### config.mk
export PLATFORM = sky130hd
export DESIGN_NAME = multicycle_control_fsm_flat
export DESIGN_NICKNAME = d
export VERILOG_FILES = /design/src/rtl/multicycle_control_fsm_pkg.sv /design/src/rtl/multicycle_control_fsm_if.sv /design/src/rtl/multicycle_control_fsm_alu_decoder.sv /design/src/rtl/multicycle_control_fsm.sv /design/src/flat_wrapper.sv
export SDC_FILE = /design/constraint.sdc
export NUM_CORES = 1
export LEC_CHECK = 0
export ABC_AREA = 0
export CAP_MARGIN = 0
export CORE_MARGIN = 2
export CORE_UTILIZATION = 30
export DETAILED_ROUTE_END_ITERATION = 10
export DONT_BUFFER_PORTS = 1
export PLACE_DENSITY_LB_ADDON = 0.15
export SLEW_MARGIN = 20
export SYNTH_ARGS = -nofsm -noshare
export SYNTH_HDL_FRONTEND = slang
export SYNTH_SLANG_ARGS = --single-unit
### constraint.sdc
create_clock -name clk -period 2.3 [get_ports clk]
set_clock_uncertainty 0.1 [all_clocks]
set_input_delay 0.345 -clock clk [delete_from_list [all_inputs] [get_ports clk]]
set_output_delay 0.345 -clock clk [all_outputs]
set_load 0.02 [all_outputs]
### src/rtl/multicycle_control_fsm_pkg.sv
// Shared encodings for the RV32I multi-cycle control path:
// FSM states, opcodes, ALU ops and datapath mux selects.
package multicycle_control_fsm_pkg;

    typedef enum logic [3:0] {
        S_RESET, S_FETCH, S_DECODE, S_MEMADR,
        S_MEMREAD, S_MEMWRITE, S_MEMWB, S_EXEC_R,
        S_EXEC_I, S_ALUWB, S_BRANCH, S_JAL,
        S_JALR, S_LUI, S_AUIPC, S_ILLEGAL
    } state_t;

    localparam logic [6:0] OP_LOAD   = 7'b0000011;
    localparam logic [6:0] OP_STORE  = 7'b0100011;
    localparam logic [6:0] OP_R      = 7'b0110011;
    localparam logic [6:0] OP_I      = 7'b0010011;
    localparam logic [6:0] OP_BRANCH = 7'b1100011;
    localparam logic [6:0] OP_JAL    = 7'b1101111;
    localparam logic [6:0] OP_JALR   = 7'b1100111;
    localparam logic [6:0] OP_LUI    = 7'b0110111;
    localparam logic [6:0] OP_AUIPC  = 7'b0010111;

    typedef enum logic [3:0] {
        ALU_ADD  = 4'd0,
        ALU_SUB  = 4'd1,
        ALU_SLL  = 4'd2,
        ALU_SLT  = 4'd3,
        ALU_SLTU = 4'd4,
        ALU_XOR  = 4'd5,
        ALU_SRL  = 4'd6,
        ALU_SRA  = 4'd7,
        ALU_OR   = 4'd8,
        ALU_AND  = 4'd9
    } alu_ctrl_t;

    typedef enum logic [2:0] {
        IMM_I = 3'b000,
        IMM_S = 3'b001,
        IMM_B = 3'b010,
        IMM_U = 3'b011,
        IMM_J = 3'b100
    } imm_src_t;

    typedef enum logic [1:0] {
        SRCA_PC    = 2'b00,
        SRCA_OLDPC = 2'b01,
        SRCA_REG   = 2'b10,
        SRCA_ZERO  = 2'b11
    } src_a_t;

    typedef enum logic [1:0] {
        SRCB_REG  = 2'b00,
        SRCB_IMM  = 2'b01,
        SRCB_FOUR = 2'b10
    } src_b_t;

    typedef enum logic [1:0] {
        RES_ALUOUT = 2'b00,
        RES_MEM    = 2'b01,
        RES_ALU    = 2'b10
    } result_src_t;

    typedef enum logic [1:0] {
        ALUOP_ADD  = 2'b00,
        ALUOP_SUB  = 2'b01,
        ALUOP_FUNC = 2'b10
    } aluop_t;

endpackage

### src/rtl/multicycle_control_fsm_if.sv
// Control bundle between the main FSM and the datapath:
// instruction fields and flags in, enables and selects out.
interface multicycle_control_fsm_if;

    logic [6:0] opcode;
    logic [2:0] func3;
    logic       func7_5;
    logic       alu_zero;
    logic       alu_lt;
    logic       alu_ltu;
    logic       mem_ready;

    logic       mem_req;
    logic       mem_write;
    logic       adr_src;
    logic       ir_write;
    logic       pc_write;
    logic       reg_write;
    logic [2:0] imm_src;
    logic [1:0] alu_src_a;
    logic [1:0] alu_src_b;
    logic [1:0] result_src;
    logic [3:0] alu_control;
    logic       illegal_instr;

    modport master (
        input  opcode, func3, func7_5,
        input  alu_zero, alu_lt, alu_ltu, mem_ready,
        output mem_req, mem_write, adr_src,
        output ir_write, pc_write, reg_write,
        output imm_src, alu_src_a, alu_src_b,
        output result_src, alu_control, illegal_instr
    );

    modport slave (
        output opcode, func3, func7_5,
        output alu_zero, alu_lt, alu_ltu, mem_ready,
        input  mem_req, mem_write, adr_src,
        input  ir_write, pc_write, reg_write,
        input  imm_src, alu_src_a, alu_src_b,
        input  result_src, alu_control, illegal_instr
    );

endinterface

### src/rtl/multicycle_control_fsm_alu_decoder.sv
// Maps the FSM's ALU op class plus func3/func7[5]
// onto the concrete ALU operation.
module multicycle_control_fsm_alu_decoder
    import multicycle_control_fsm_pkg::*;
(
    input  aluop_t      aluop,
    input  logic [2:0]  func3,
    input  logic        func7_5,
    input  logic        is_rtype,
    output alu_ctrl_t   alu_control
);

    // instr[30] only means SUB for R-type; for shifts it means SRA
    always_comb begin
        alu_control = ALU_ADD;
        case (aluop)
            ALUOP_SUB: alu_control = ALU_SUB;
            ALUOP_FUNC: begin
                case (func3)
                    3'b000: alu_control = (is_rtype && func7_5) ? ALU_SUB : ALU_ADD;
                    3'b001: alu_control = ALU_SLL;
                    3'b010: alu_control = ALU_SLT;
                    3'b011: alu_control = ALU_SLTU;
                    3'b100: alu_control = ALU_XOR;
                    3'b101: alu_control = func7_5 ? ALU_SRA : ALU_SRL;
                    3'b110: alu_control = ALU_OR;
                    default: alu_control = ALU_AND;
                endcase
            end
            default: alu_control = ALU_ADD;
        endcase
    end

endmodule

### src/rtl/multicycle_control_fsm.sv
// Main control FSM of the RV32I multi-cycle core.
// Sequences one instruction from FETCH to writeback.
module multicycle_control_fsm
    import multicycle_control_fsm_pkg::*;
(
    input  logic                      clk,
    input  logic                      rst_n,
    multicycle_control_fsm_if.master  bus
);

    state_t      state;
    state_t      state_nx;
    aluop_t      aluop;
    logic        is_rtype;
    logic        taken;
    logic        br_ok;
    imm_src_t    imm_src;
    src_a_t      src_a;
    src_b_t      src_b;
    result_src_t result_src;
    alu_ctrl_t   alu_control;

    // state register; reset drops every output immediately
    always_ff @(posedge clk or negedge rst_n) begin
        if (!rst_n) state <= S_RESET;
        else        state <= state_nx;
    end

    // branch condition from func3 and the comparison flags
    always_comb begin
        taken = 1'b0;
        br_ok = 1'b1;
        case (bus.func3)
            3'b000: taken = bus.alu_zero;
            3'b001: taken = !bus.alu_zero;
            3'b100: taken = bus.alu_lt;
            3'b101: taken = !bus.alu_lt;
            3'b110: taken = bus.alu_ltu;
            3'b111: taken = !bus.alu_ltu;
            default: br_ok = 1'b0;
        endcase
    end

    // next-state: memory states wait on mem_ready
    always_comb begin
        state_nx = state;
        case (state)
            S_RESET:  state_nx = S_FETCH;
            S_FETCH:  if (bus.mem_ready) state_nx = S_DECODE;
            S_DECODE: begin
                case (bus.opcode)
                    OP_LOAD,
                    OP_STORE:  state_nx = S_MEMADR;
                    OP_R:      state_nx = S_EXEC_R;
                    OP_I:      state_nx = S_EXEC_I;
                    OP_BRANCH: state_nx = S_BRANCH;
                    OP_JAL:    state_nx = S_JAL;
                    OP_JALR:   state_nx = S_JALR;
                    OP_LUI:    state_nx = S_LUI;
                    OP_AUIPC:  state_nx = S_AUIPC;
                    default:   state_nx = S_ILLEGAL;
                endcase
            end
            S_MEMADR:
                state_nx = (bus.opcode == OP_STORE) ? S_MEMWRITE : S_MEMREAD;
            S_MEMREAD:  if (bus.mem_ready) state_nx = S_MEMWB;
            S_MEMWRITE: if (bus.mem_ready) state_nx = S_FETCH;
            S_EXEC_R,
            S_EXEC_I,
            S_JAL,
            S_LUI,
            S_AUIPC:  state_nx = S_ALUWB;
            S_JALR:   state_nx = S_JAL;
            S_BRANCH: state_nx = br_ok ? S_FETCH : S_ILLEGAL;
            S_MEMWB,
            S_ALUWB,
            S_ILLEGAL: state_nx = S_FETCH;
            default:  state_nx = S_RESET;
        endcase
    end

    // Moore output decode; FETCH enables qualified by mem_ready
    always_comb begin
        bus.mem_req       = 1'b0;
        bus.mem_write     = 1'b0;
        bus.adr_src       = 1'b0;
        bus.ir_write      = 1'b0;
        bus.pc_write      = 1'b0;
        bus.reg_write     = 1'b0;
        bus.illegal_instr = 1'b0;
        imm_src           = IMM_I;
        src_a             = SRCA_PC;
        src_b             = SRCB_REG;
        result_src        = RES_ALUOUT;
        aluop             = ALUOP_ADD;
        is_rtype          = 1'b0;
        case (state)
            S_FETCH: begin
                bus.mem_req  = 1'b1;
                src_b        = SRCB_FOUR;
                result_src   = RES_ALU;
                bus.ir_write = bus.mem_ready;
                bus.pc_write = bus.mem_ready;
            end
            S_DECODE: begin
                src_a   = SRCA_OLDPC;
                src_b   = SRCB_IMM;
                imm_src = IMM_B;
            end
            S_MEMADR: begin
                src_a   = SRCA_REG;
                src_b   = SRCB_IMM;
                imm_src = (bus.opcode == OP_STORE) ? IMM_S : IMM_I;
            end
            S_MEMREAD: begin
                bus.mem_req = 1'b1;
                bus.adr_src = 1'b1;
            end
            S_MEMWRITE: begin
                bus.mem_req   = 1'b1;
                bus.adr_src   = 1'b1;
                bus.mem_write = 1'b1;
            end
            S_MEMWB: begin
                bus.reg_write = 1'b1;
                result_src    = RES_MEM;
            end
            S_EXEC_R: begin
                src_a    = SRCA_REG;
                aluop    = ALUOP_FUNC;
                is_rtype = 1'b1;
            end
            S_EXEC_I: begin
                src_a = SRCA_REG;
                src_b = SRCB_IMM;
                aluop = ALUOP_FUNC;
            end
            S_ALUWB: bus.reg_write = 1'b1;
            S_BRANCH: begin
                src_a        = SRCA_REG;
                aluop        = ALUOP_SUB;
                bus.pc_write = br_ok && taken;
            end
            S_JAL: begin
                bus.pc_write = 1'b1;
                src_a        = SRCA_OLDPC;
                src_b        = SRCB_FOUR;
            end
            S_JALR: begin
                bus.pc_write = 1'b1;
                src_a        = SRCA_REG;
                src_b        = SRCB_IMM;
                result_src   = RES_ALU;
            end
            S_LUI: begin
                src_a   = SRCA_ZERO;
                src_b   = SRCB_IMM;
                imm_src = IMM_U;
            end
            S_AUIPC: begin
                src_a   = SRCA_OLDPC;
                src_b   = SRCB_IMM;
                imm_src = IMM_U;
            end
            S_ILLEGAL: bus.illegal_instr = 1'b1;
            default: ;
        endcase
    end

    multicycle_control_fsm_alu_decoder u_alu_dec (
        .aluop       (aluop),
        .func3       (bus.func3),
        .func7_5     (bus.func7_5),
        .is_rtype    (is_rtype),
        .alu_control (alu_control)
    );

    assign bus.imm_src     = imm_src;
    assign bus.alu_src_a   = src_a;
    assign bus.alu_src_b   = src_b;
    assign bus.result_src  = result_src;
    assign bus.alu_control = alu_control;

endmodule

### src/flat_wrapper.sv
// flat-port wrapper written by rule: the top's interface ports become plain ports
module multicycle_control_fsm_flat import multicycle_control_fsm_pkg::*;
  (clk, rst_n, bus_opcode, bus_func3, bus_func7_5, bus_alu_zero, bus_alu_lt, bus_alu_ltu, bus_mem_ready, bus_mem_req, bus_mem_write, bus_adr_src, bus_ir_write, bus_pc_write, bus_reg_write, bus_imm_src, bus_alu_src_a, bus_alu_src_b, bus_result_src, bus_alu_control, bus_illegal_instr);
  multicycle_control_fsm_if bus_i ();
  input  logic clk;
  input  logic rst_n;
  input wire logic [$bits(bus_i.opcode)-1:0] bus_opcode;
  input wire logic [$bits(bus_i.func3)-1:0] bus_func3;
  input wire logic [$bits(bus_i.func7_5)-1:0] bus_func7_5;
  input wire logic [$bits(bus_i.alu_zero)-1:0] bus_alu_zero;
  input wire logic [$bits(bus_i.alu_lt)-1:0] bus_alu_lt;
  input wire logic [$bits(bus_i.alu_ltu)-1:0] bus_alu_ltu;
  input wire logic [$bits(bus_i.mem_ready)-1:0] bus_mem_ready;
  output wire logic [$bits(bus_i.mem_req)-1:0] bus_mem_req;
  output wire logic [$bits(bus_i.mem_write)-1:0] bus_mem_write;
  output wire logic [$bits(bus_i.adr_src)-1:0] bus_adr_src;
  output wire logic [$bits(bus_i.ir_write)-1:0] bus_ir_write;
  output wire logic [$bits(bus_i.pc_write)-1:0] bus_pc_write;
  output wire logic [$bits(bus_i.reg_write)-1:0] bus_reg_write;
  output wire logic [$bits(bus_i.imm_src)-1:0] bus_imm_src;
  output wire logic [$bits(bus_i.alu_src_a)-1:0] bus_alu_src_a;
  output wire logic [$bits(bus_i.alu_src_b)-1:0] bus_alu_src_b;
  output wire logic [$bits(bus_i.result_src)-1:0] bus_result_src;
  output wire logic [$bits(bus_i.alu_control)-1:0] bus_alu_control;
  output wire logic [$bits(bus_i.illegal_instr)-1:0] bus_illegal_instr;
  assign bus_i.opcode = bus_opcode;
  assign bus_i.func3 = bus_func3;
  assign bus_i.func7_5 = bus_func7_5;
  assign bus_i.alu_zero = bus_alu_zero;
  assign bus_i.alu_lt = bus_alu_lt;
  assign bus_i.alu_ltu = bus_alu_ltu;
  assign bus_i.mem_ready = bus_mem_ready;
  assign bus_mem_req = bus_i.mem_req;
  assign bus_mem_write = bus_i.mem_write;
  assign bus_adr_src = bus_i.adr_src;
  assign bus_ir_write = bus_i.ir_write;
  assign bus_pc_write = bus_i.pc_write;
  assign bus_reg_write = bus_i.reg_write;
  assign bus_imm_src = bus_i.imm_src;
  assign bus_alu_src_a = bus_i.alu_src_a;
  assign bus_alu_src_b = bus_i.alu_src_b;
  assign bus_result_src = bus_i.result_src;
  assign bus_alu_control = bus_i.alu_control;
  assign bus_illegal_instr = bus_i.illegal_instr;
  multicycle_control_fsm u_core (.clk(clk), .rst_n(rst_n), .bus(bus_i));
endmodule
==> results of run 1 <==
-- final timing paths --
| kind | end | slack, ns | cells after the start |
|---|---|---|---|
| setup / recovery | bus_alu_control[0] | 0.006 | 6 |
| hold / removal | u_core.state[1] | 0.21 | 2 |
| setup reg to reg | u_core.state[1] | 0.71 | 5 |
| hold reg to reg | u_core.state[0] | 0.64 | 3 |
| max in group asynchronous | u_core.state[2] | 1.62 | 1 |
| min in group asynchronous | u_core.state[0] | 0.29 | 1 |
-- power breakdown --
part	internal, mW	leakage [nW]	switching [mW]
clock network	0.0581	0.0138	0.0243
registers	0.102	0.0483	0.0336
logic	0.377	0.403	0.582
-- synthesized netlist by cell type, types with 2 or more instances --
cell type | n | share of area, %
sky130_fd_sc_hd__nor2_1 | 17 | 7.8
sky130_fd_sc_hd__nand2_1 | 15 | 6.9
sky130_fd_sc_hd__a21oi_1 | 9 | 5.5
sky130_fd_sc_hd__nand2b_1 | 9 | 6.9
sky130_fd_sc_hd__o21ai_0 | 8 | 4.9
sky130_fd_sc_hd__nor2b_1 | 7 | 5.3
sky130_fd_sc_hd__buf_2 | 6 | 3.7
sky130_fd_sc_hd__inv_1 | 6 | 2.7
sky130_fd_sc_hd__a21o_1 | 4 | 3.7
sky130_fd_sc_hd__dfrtp_1 | 4 | 12
sky130_fd_sc_hd__nand3_1 | 4 | 2.4
sky130_fd_sc_hd__nor3_1 | 4 | 2.4
sky130_fd_sc_hd__a211oi_1 | 3 | 2.7
sky130_fd_sc_hd__xnor2_1 | 3 | 3.2
sky130_fd_sc_hd__a211o_1 | 2 | 2.1
sky130_fd_sc_hd__a41oi_1 | 2 | 2.1
sky130_fd_sc_hd__and3_1 | 2 | 1.5
sky130_fd_sc_hd__buf_4 | 2 | 1.8
sky130_fd_sc_hd__ha_1 | 2 | 3.0
sky130_fd_sc_hd__mux2i_1 | 2 | 2.4
sky130_fd_sc_hd__o22ai_1 | 2 | 1.5
-- timing repair --
item | CTS | global route
hold buffers | 1 | 0
setup endpoints to repair | 1 | 2
gates resized for setup | 9 | 3
endpoints found under the hold margin | 4 | 0
pin swaps | 5 | 5
setup buffers | 3 | 5
-- final cells by class --
class,instances,share of cell area (%)
multi-input combinational,109,66.5
timing repair buffer,22,16.2
sequential,4,9.56
clock buffer,3,2.13
inverter,6,2.13
tap,30,3.54
-- stage by stage --
step	utilization [%]	instances	power, mW	cell area (sq um)
6_report	41.6	174	1.18	1060
5_1_grt	41.6	174	1.27	1060
4_1_cts	39.7	169	1.12	1010
3_5_place_dp	35.4	162	0.965	902
3_3_place_gp	35.4	162	0.965	902
2_1_floorplan	-	129	0.786	827
-- logic make-up (layout without fill, tap and decap cells) --
logic type,count (synthesis),in the layout,synth area share (%)
buffers and inverters,16,31,10.1
flip-flops,4,4,12.2
multiplexers,2,2,2.44
AO/OA/AOI/OAI,38,38,31.1
adder cells (fa/ha/maj),2,2,3.05
AND/OR/NAND/NOR,63,63,37.5
XOR/XNOR,3,3,3.20
other,1,1,0.457
-- metal layers --
layer / GRT usage [%] / vias to the layer above
li1: - / 483
met1: 23.0 / 435
met2: 22.4 / 47
met3: 2.07 / 2
met4: 5.10 / 0
met5: 0 / -
==> impl_summary.txt, run 1 <==
----------------------------------------------------
[Setup path]
  Endpoint type of the worst setup path ... primary output
  Crit path buffers/inverters ... 0
  Worst-path cell with the longest stage delay ... sky130_fd_sc_hd__dfrtp_2
  Largest fanout on the critical path ... 3
  Reg-to-Reg Start ... u_core.state[0]
  Critical path data required time ... 1.86 ns
  WP data arrival ... 1.85 ns
  Crit path largest cell delay ... 0.43 ns
  Gate family responsible for the most delay along the worst path ... compound AO/OA/AOI/OAI gates
  Type of element launching the critical path ... register
  Cell Chain, Critical Path ... nor2b_4 -> a21o_1 -> ha_4 -> nand2b_4 -> a211o_1 -> o22ai_4
  Launching instance or port of the critical path ... u_core.state[2]
  Type of the worst setup path ... register to primary output

[Routing]
  Violation count after the first detailed-route iteration ... 39
  Wire per inst ... 14.4 um
  Highest routed metal layer ... met4
  Drc violations ... 0
  Aggregate routed wire length ... 2.50 mm
  WL met1 ... 1.12 mm
  Vias after detailed routing ... 967
  Met3 wire len ... 204 um
  Count of nets left with antenna violations after detail routing ... 0
  Metal2 WL ... 1.14 mm
  Average via count per standard cell ... 5.56
  Detailed Routing Iterations Pass 1 ... 4

[Synth]
  Share of synthesized area occupied by flip-flops and latches ... 12.2%
  Synthesized area per cell ... 6.36 sq um
  Count of cell types in the netlist ... 37
  EDFF count, synth ... 0
  Number of synthesized register bits ... 4
  Fraction of registers with async set or reset after synthesis ... 100%
  Synthesized cell area ... 821 sq um
  Top flip-flop cell by instance count after synthesis ... sky130_fd_sc_hd__dfrtp_1
  Syn nets ... 148
  Yosys synthesis warning count ... 0
  Mapped Cells ... 129

[Place]
  Port buffer count ... 0
  Final estimated routing congestion in global placement ... 0.745
  Detailed-placement wirelength estimate ... 1.93 mm
  Worst-case setup slack after placement ... 0.102 ns

[STA]
  Upper clock frequency limit ... 436 MHz
  Count of final max-slew check failures ... 0
  Final Hold Fails ... 0
  Crit share post-route ... 99.7%
  Final critical path time including I/O delays and setup ... 2.29 ns
  Smallest hold slack ... 0.215 ns
  Total negative slack for setup checks ... 0 ns
  Final Worst Setup Slack ... 0.00641 ns
  Final setup violation count ... 0
  RSZ-0062 raised after global routing ... yes

[Clocking]
  TritonCTS clock tree ... yes
  Sink Count ... 4
  Clk root buf ... sky130_fd_sc_hd__clkbuf_4
  Num CTS Buffers ... 3
  Longest Clk Path Bufs ... 2
  CTS clock-pin slew for the worst setup and hold paths ... 0.04 ns
  H-tree lvl count ... 1
  Insertion delay of the later-clocked pin in the worst-skew pair ... 0.23 ns

[Job]
  Max cap viols ... 0

[Run status]
  Status ... finished, final reports clean

[Finish]
  Share of cells above drive strength 1 ... 25.0%
  Register bank with the most flops ... u_core.state
  Diodes inserted ... 0
  Final layout net count ... 165
  Most used cells in the layout excluding fill and tap cells ... 20 x sky130_fd_sc_hd__buf_4, 16 x sky130_fd_sc_hd__nor2_1, 14 x sky130_fd_sc_hd__nand2_1, 9 x sky130_fd_sc_hd__a21oi_1, 8 x sky130_fd_sc_hd__o21ai_0
  Top Registers ... u_core.state: 4 flops
  Most frequent standard cell in the layout excluding fill and tap cells ... sky130_fd_sc_hd__buf_4
  Area occupied by registers ... 101 sq um
  Max reg flops ... 4
  Area of the multi-input gates ... 704 sq um
  Area Overhead vs Synth ... 29.1%
  Layout fillers ... 279

[GRT]
  Initial antenna violation count ... 0
  Global Route Usage Sum ... 15.4%
  Via count of the first global-routing pass ... 879
  GR Overflow Total ... 0
  Maximum number of pins on one net before global-route repair ... 19
  First-pass GRT wire length ... 3.95 mm

[Min path]
  Hold crit path type ... input port to register
  Worst Min Path Start ... bus_mem_ready

[Pwr]
  Peak supply drop ... 0.670 mV
  Leak pwr ... 0.466 nW
  Pwr per Cell Area ... 1110 nW/um^2

[Floorplan]
  Core footprint ... 2540 sq um
  Die X ... 56.3 um
  Number of rows created at floorplan ... 18
  Total Die Area ... 3170 sq um
  Overall die height ... 56.3 um
  Total I/O pin count ... 37
  Initial cell density of the core ... 32.3%

----------------------------------------------------
(Power assumes the default switching activity.)
==> run 2: changes to the inputs <==
--- a/config.mk
+++ b/config.mk
@@ -12,6 +12,7 @@
 export DETAILED_ROUTE_END_ITERATION = 10
 export DONT_BUFFER_PORTS = 1
 export PLACE_DENSITY_LB_ADDON = 0.15
+export SKIP_LAST_GASP = 1
 export SLEW_MARGIN = 20
 export SYNTH_ARGS = -nofsm -noshare
 export SYNTH_HDL_FRONTEND = slang
==> results of run 2 <==
Final layout, timing and power as in run 1 (identical DEF).
==> run 3: changes to the inputs <==
--- a/config.mk
+++ b/config.mk
@@ -12,6 +12,7 @@
 export DETAILED_ROUTE_END_ITERATION = 10
 export DONT_BUFFER_PORTS = 1
 export PLACE_DENSITY_LB_ADDON = 0.15
+export SETUP_SLACK_MARGIN = 0.5
 export SKIP_LAST_GASP = 1
 export SLEW_MARGIN = 20
 export SYNTH_ARGS = -nofsm -noshare
==> impl_summary.txt, run 3 (synthesis results as in run 1) <==
----------------------------------------------------
[Run status]
  Status ... finished, final reports clean (unchanged)

[Finish]
  Post-route design area ... 1490 sq um (was 1060 sq um)
  Utilization of the core after routing ... 58.6% (was 41.6%)
  Top Registers ... u_core.state: 4 flops (unchanged)
  Most used cells in the layout excluding fill and tap cells ... 19 x sky130_fd_sc_hd__buf_4, 12 x sky130_fd_sc_hd__buf_6, 11 x sky130_fd_sc_hd__nand2_1, 10 x sky130_fd_sc_hd__nor2_4, 7 x sky130_fd_sc_hd__nand2b_4 (was 20 x sky130_fd_sc_hd__buf_4, 16 x sky130_fd_sc_hd__nor2_1, 14 x sky130_fd_sc_hd__nand2_1, 9 x sky130_fd_sc_hd__a21oi_1, 8 x sky130_fd_sc_hd__o21ai_0)
  Share of cells above drive strength 1 ... 52.9% (was 25.0%)
  Final layout net count ... 178 (was 165)
  Register bank with the most flops ... u_core.state (unchanged)
  Max reg flops ... 4 (unchanged)
  Most frequent standard cell in the layout excluding fill and tap cells ... sky130_fd_sc_hd__buf_4 (unchanged)
  Diodes inserted ... 0 (unchanged)
  Count of non-filler cells in the finished layout ... 187 (was 174)
  Area Overhead vs Synth ... 81.6% (was 29.1%)

[Floorplan]
  Die X ... 56.3 um (unchanged)
  Total Die Area ... 3170 sq um (unchanged)
  Core footprint ... 2540 sq um (unchanged)
  Overall die height ... 56.3 um (unchanged)
  Total I/O pin count ... 37 (unchanged)
  Number of rows created at floorplan ... 18 (unchanged)
  Initial cell density of the core ... 32.3% (unchanged)

[Routing]
  Metal2 WL ... 1.53 mm (was 1.14 mm)
  Count of nets left with antenna violations after detail routing ... 0 (unchanged)
  WL met1 ... 1.32 mm (was 1.12 mm)
  Average via count per standard cell ... 5.67 (was 5.56)
  Drc violations ... 0 (unchanged)
  Violation count after the first detailed-route iteration ... 33 (was 39)
  Highest routed metal layer ... met4 (unchanged)
  Aggregate routed wire length ... 3.08 mm (was 2.50 mm)
  Met3 wire len ... 163 um (was 204 um)
  Wire per inst ... 16.4 um (was 14.4 um)
  Vias after detailed routing ... 1061 (was 967)
  Detailed Routing Iterations Pass 1 ... 4 (unchanged)

[GRT]
  GR Overflow Total ... 0 (unchanged)
  Global Route Usage Sum ... 16.4% (was 15.4%)
  First-pass GRT wire length ... 4.02 mm (was 3.95 mm)
  Via count of the first global-routing pass ... 840 (was 879)
  Maximum number of pins on one net before global-route repair ... 17 (was 19)
  Initial antenna violation count ... 0 (unchanged)

[Setup path]
  Endpoint type of the worst setup path ... primary output (unchanged)
  Type of element launching the critical path ... register (unchanged)
  Largest fanout on the critical path ... 3 (unchanged)
  Critical path data required time ... 1.86 ns (about the same)
  Crit path largest cell delay ... 0.44 ns (was 0.43 ns)
  Worst-path cell with the longest stage delay ... sky130_fd_sc_hd__dfrtp_2 (unchanged)
  Type of the worst setup path ... register to primary output (unchanged)
  WP data arrival ... 1.82 ns (was 1.85 ns)
  Cell Chain, Critical Path ... nor2b_4 -> a21o_1 -> ha_4 -> nand2b_4 -> a211o_1 -> o22ai_4 (unchanged)

[STA]
  Final setup violation count ... 0 (unchanged)
  Count of final max-slew check failures ... 0 (unchanged)
  Worst slew margin relative to its limit ... 64.4%
  RSZ-0062 raised after global routing ... yes (unchanged)
  Total negative slack for setup checks ... 0 ns (unchanged)
  Worst Tran Pin Value ... 0.529 ns
  Crit share post-route ... 98.4% (was 99.7%)
  Final Hold Fails ... 0 (unchanged)
  Upper clock frequency limit ... 442 MHz (was 436 MHz)
  Final critical path time including I/O delays and setup ... 2.26 ns (was 2.29 ns)

[Place]
  Final estimated routing congestion in global placement ... 0.863 (was 0.745)
  Number of placed cells counting well taps ... 158 (was 162)
  Port buffer count ... 0 (unchanged)
  Detailed-placement wirelength estimate ... 2.03 mm (was 1.93 mm)
  Placed cell area ... 922 sq um (was 902 sq um)

[Pwr]
  Part of the power in registers ... 7.6% (was 11.5%)
  Leak pwr ... 0.604 nW (was 0.466 nW)
  Internal power of the cells ... 0.943 mW (was 0.537 mW)
  Switching pwr ... 0.944 mW (was 0.640 mW)
  Fraction of power spent switching nets ... 50.0% (was 54.4%)
  Total Power Consumption ... 1.89 mW (was 1.18 mW)
  Peak supply drop ... 0.765 mV (was 0.670 mV)
  Pwr per Cell Area ... 1270 nW/um^2 (was 1110 nW/um^2)
  Clock network power share ... 4.5% (was 7.0%)
  Combinational share of power ... 87.8% (was 81.5%)

[Clocking]
  Longest Clk Path Bufs ... 2 (unchanged)
  H-tree lvl count ... 1 (unchanged)
  Insertion delay of the later-clocked pin in the worst-skew pair ... 0.23 ns (about the same)
  Clk root buf ... sky130_fd_sc_hd__clkbuf_4 (unchanged)
  Num CTS Buffers ... 3 (unchanged)
  TritonCTS clock tree ... yes (unchanged)
  CTS clock-pin slew for the worst setup and hold paths ... 0.03 ns (was 0.04 ns)
  Sink Count ... 4 (unchanged)

[Min path]
  Hold crit path type ... input port to register (unchanged)

[Job]
  Max cap viols ... 0 (unchanged)

----------------------------------------------------
[run 3: changes by cell type in the layout (fill, tap and decap cells not counted), moves of 3 or more]
cell / delta
sky130_fd_sc_hd__buf_6: +11
sky130_fd_sc_hd__nor2_1: -11
sky130_fd_sc_hd__nor2_4: +9
sky130_fd_sc_hd__nand2b_1: -4
sky130_fd_sc_hd__nand2b_4: +4
sky130_fd_sc_hd__a21oi_1: -3
sky130_fd_sc_hd__nand2_1: -3
sky130_fd_sc_hd__nand2_2: +3
[run 3: cell type report]
cell class,count,area (sq um)
fillers,228,1050
multi-input cells,109,940
repair buffers,35,353
flip-flops and latches,4,103
well taps,30,37.5
inverters,6,35.0
clock buffers,3,22.5
[run 3: final timing paths]
check                                      from            endpoint  slack (ns)  cells past startpoint
worst max-delay path            u_core.state[2]  bus_alu_control[0]        0.04                      6
worst min-delay path              bus_mem_ready     u_core.state[1]        0.26                      2
worst max register to register  u_core.state[2]     u_core.state[1]        0.51                      9
worst min register to register  u_core.state[2]     u_core.state[1]        0.71                      5
max in group asynchronous                 rst_n     u_core.state[2]        1.62                      1
min in group asynchronous                 rst_n     u_core.state[0]        0.29                      1
[run 3: through the flow]
step	hold slack, ns	setup slack, ns
floorplan	-0.0506	0.197
global placement	-0.0505	0.229
detailed placement	-0.0505	0.200
CTS	0.252	0.00944
global route	0.270	-0.0342
finish	0.265	0.0359
[run 3: layer usage]
layer  global-route usage, %  vias to the layer above
met4                    7.14                        0
met2                    23.2                       46
met1                    24.3                      502
met3                    2.53                        4
li1                        -                      509
met5                       0                        -
[run 3: repair_timing]
| action | CTS | global route |
|---|---|---|
| hold buffers | 1 | 0 |
| buffers inserted | 10 | 14 |
| setup endpoints to repair | 17 | 19 |
| gates resized for setup | 33 | 43 |
| hold endpoints to repair | 4 | 0 |
| cloned | 0 | 1 |
| pin swaps | 9 | 16 |
[run 3: critical path, delay by kind of cell, from the launching register on]
family | cells | cell delay [ns]
compound gates | 3 | 0.63
simple gates | 2 | 0.30
flops | 1 | 0.44
fa+ha+maj | 1 | 0.22
[run 3: power by group through the flow]
stage	sequential, mW	combinational [mW]	clock, mW
finish	0.144	1.66	0.0855
global route	0.148	1.75	0.0981
CTS	0.136	1.15	0.0906
detailed placement	0.127	0.853	0
global placement	0.127	0.848	0
floorplan	0.123	0.741	0
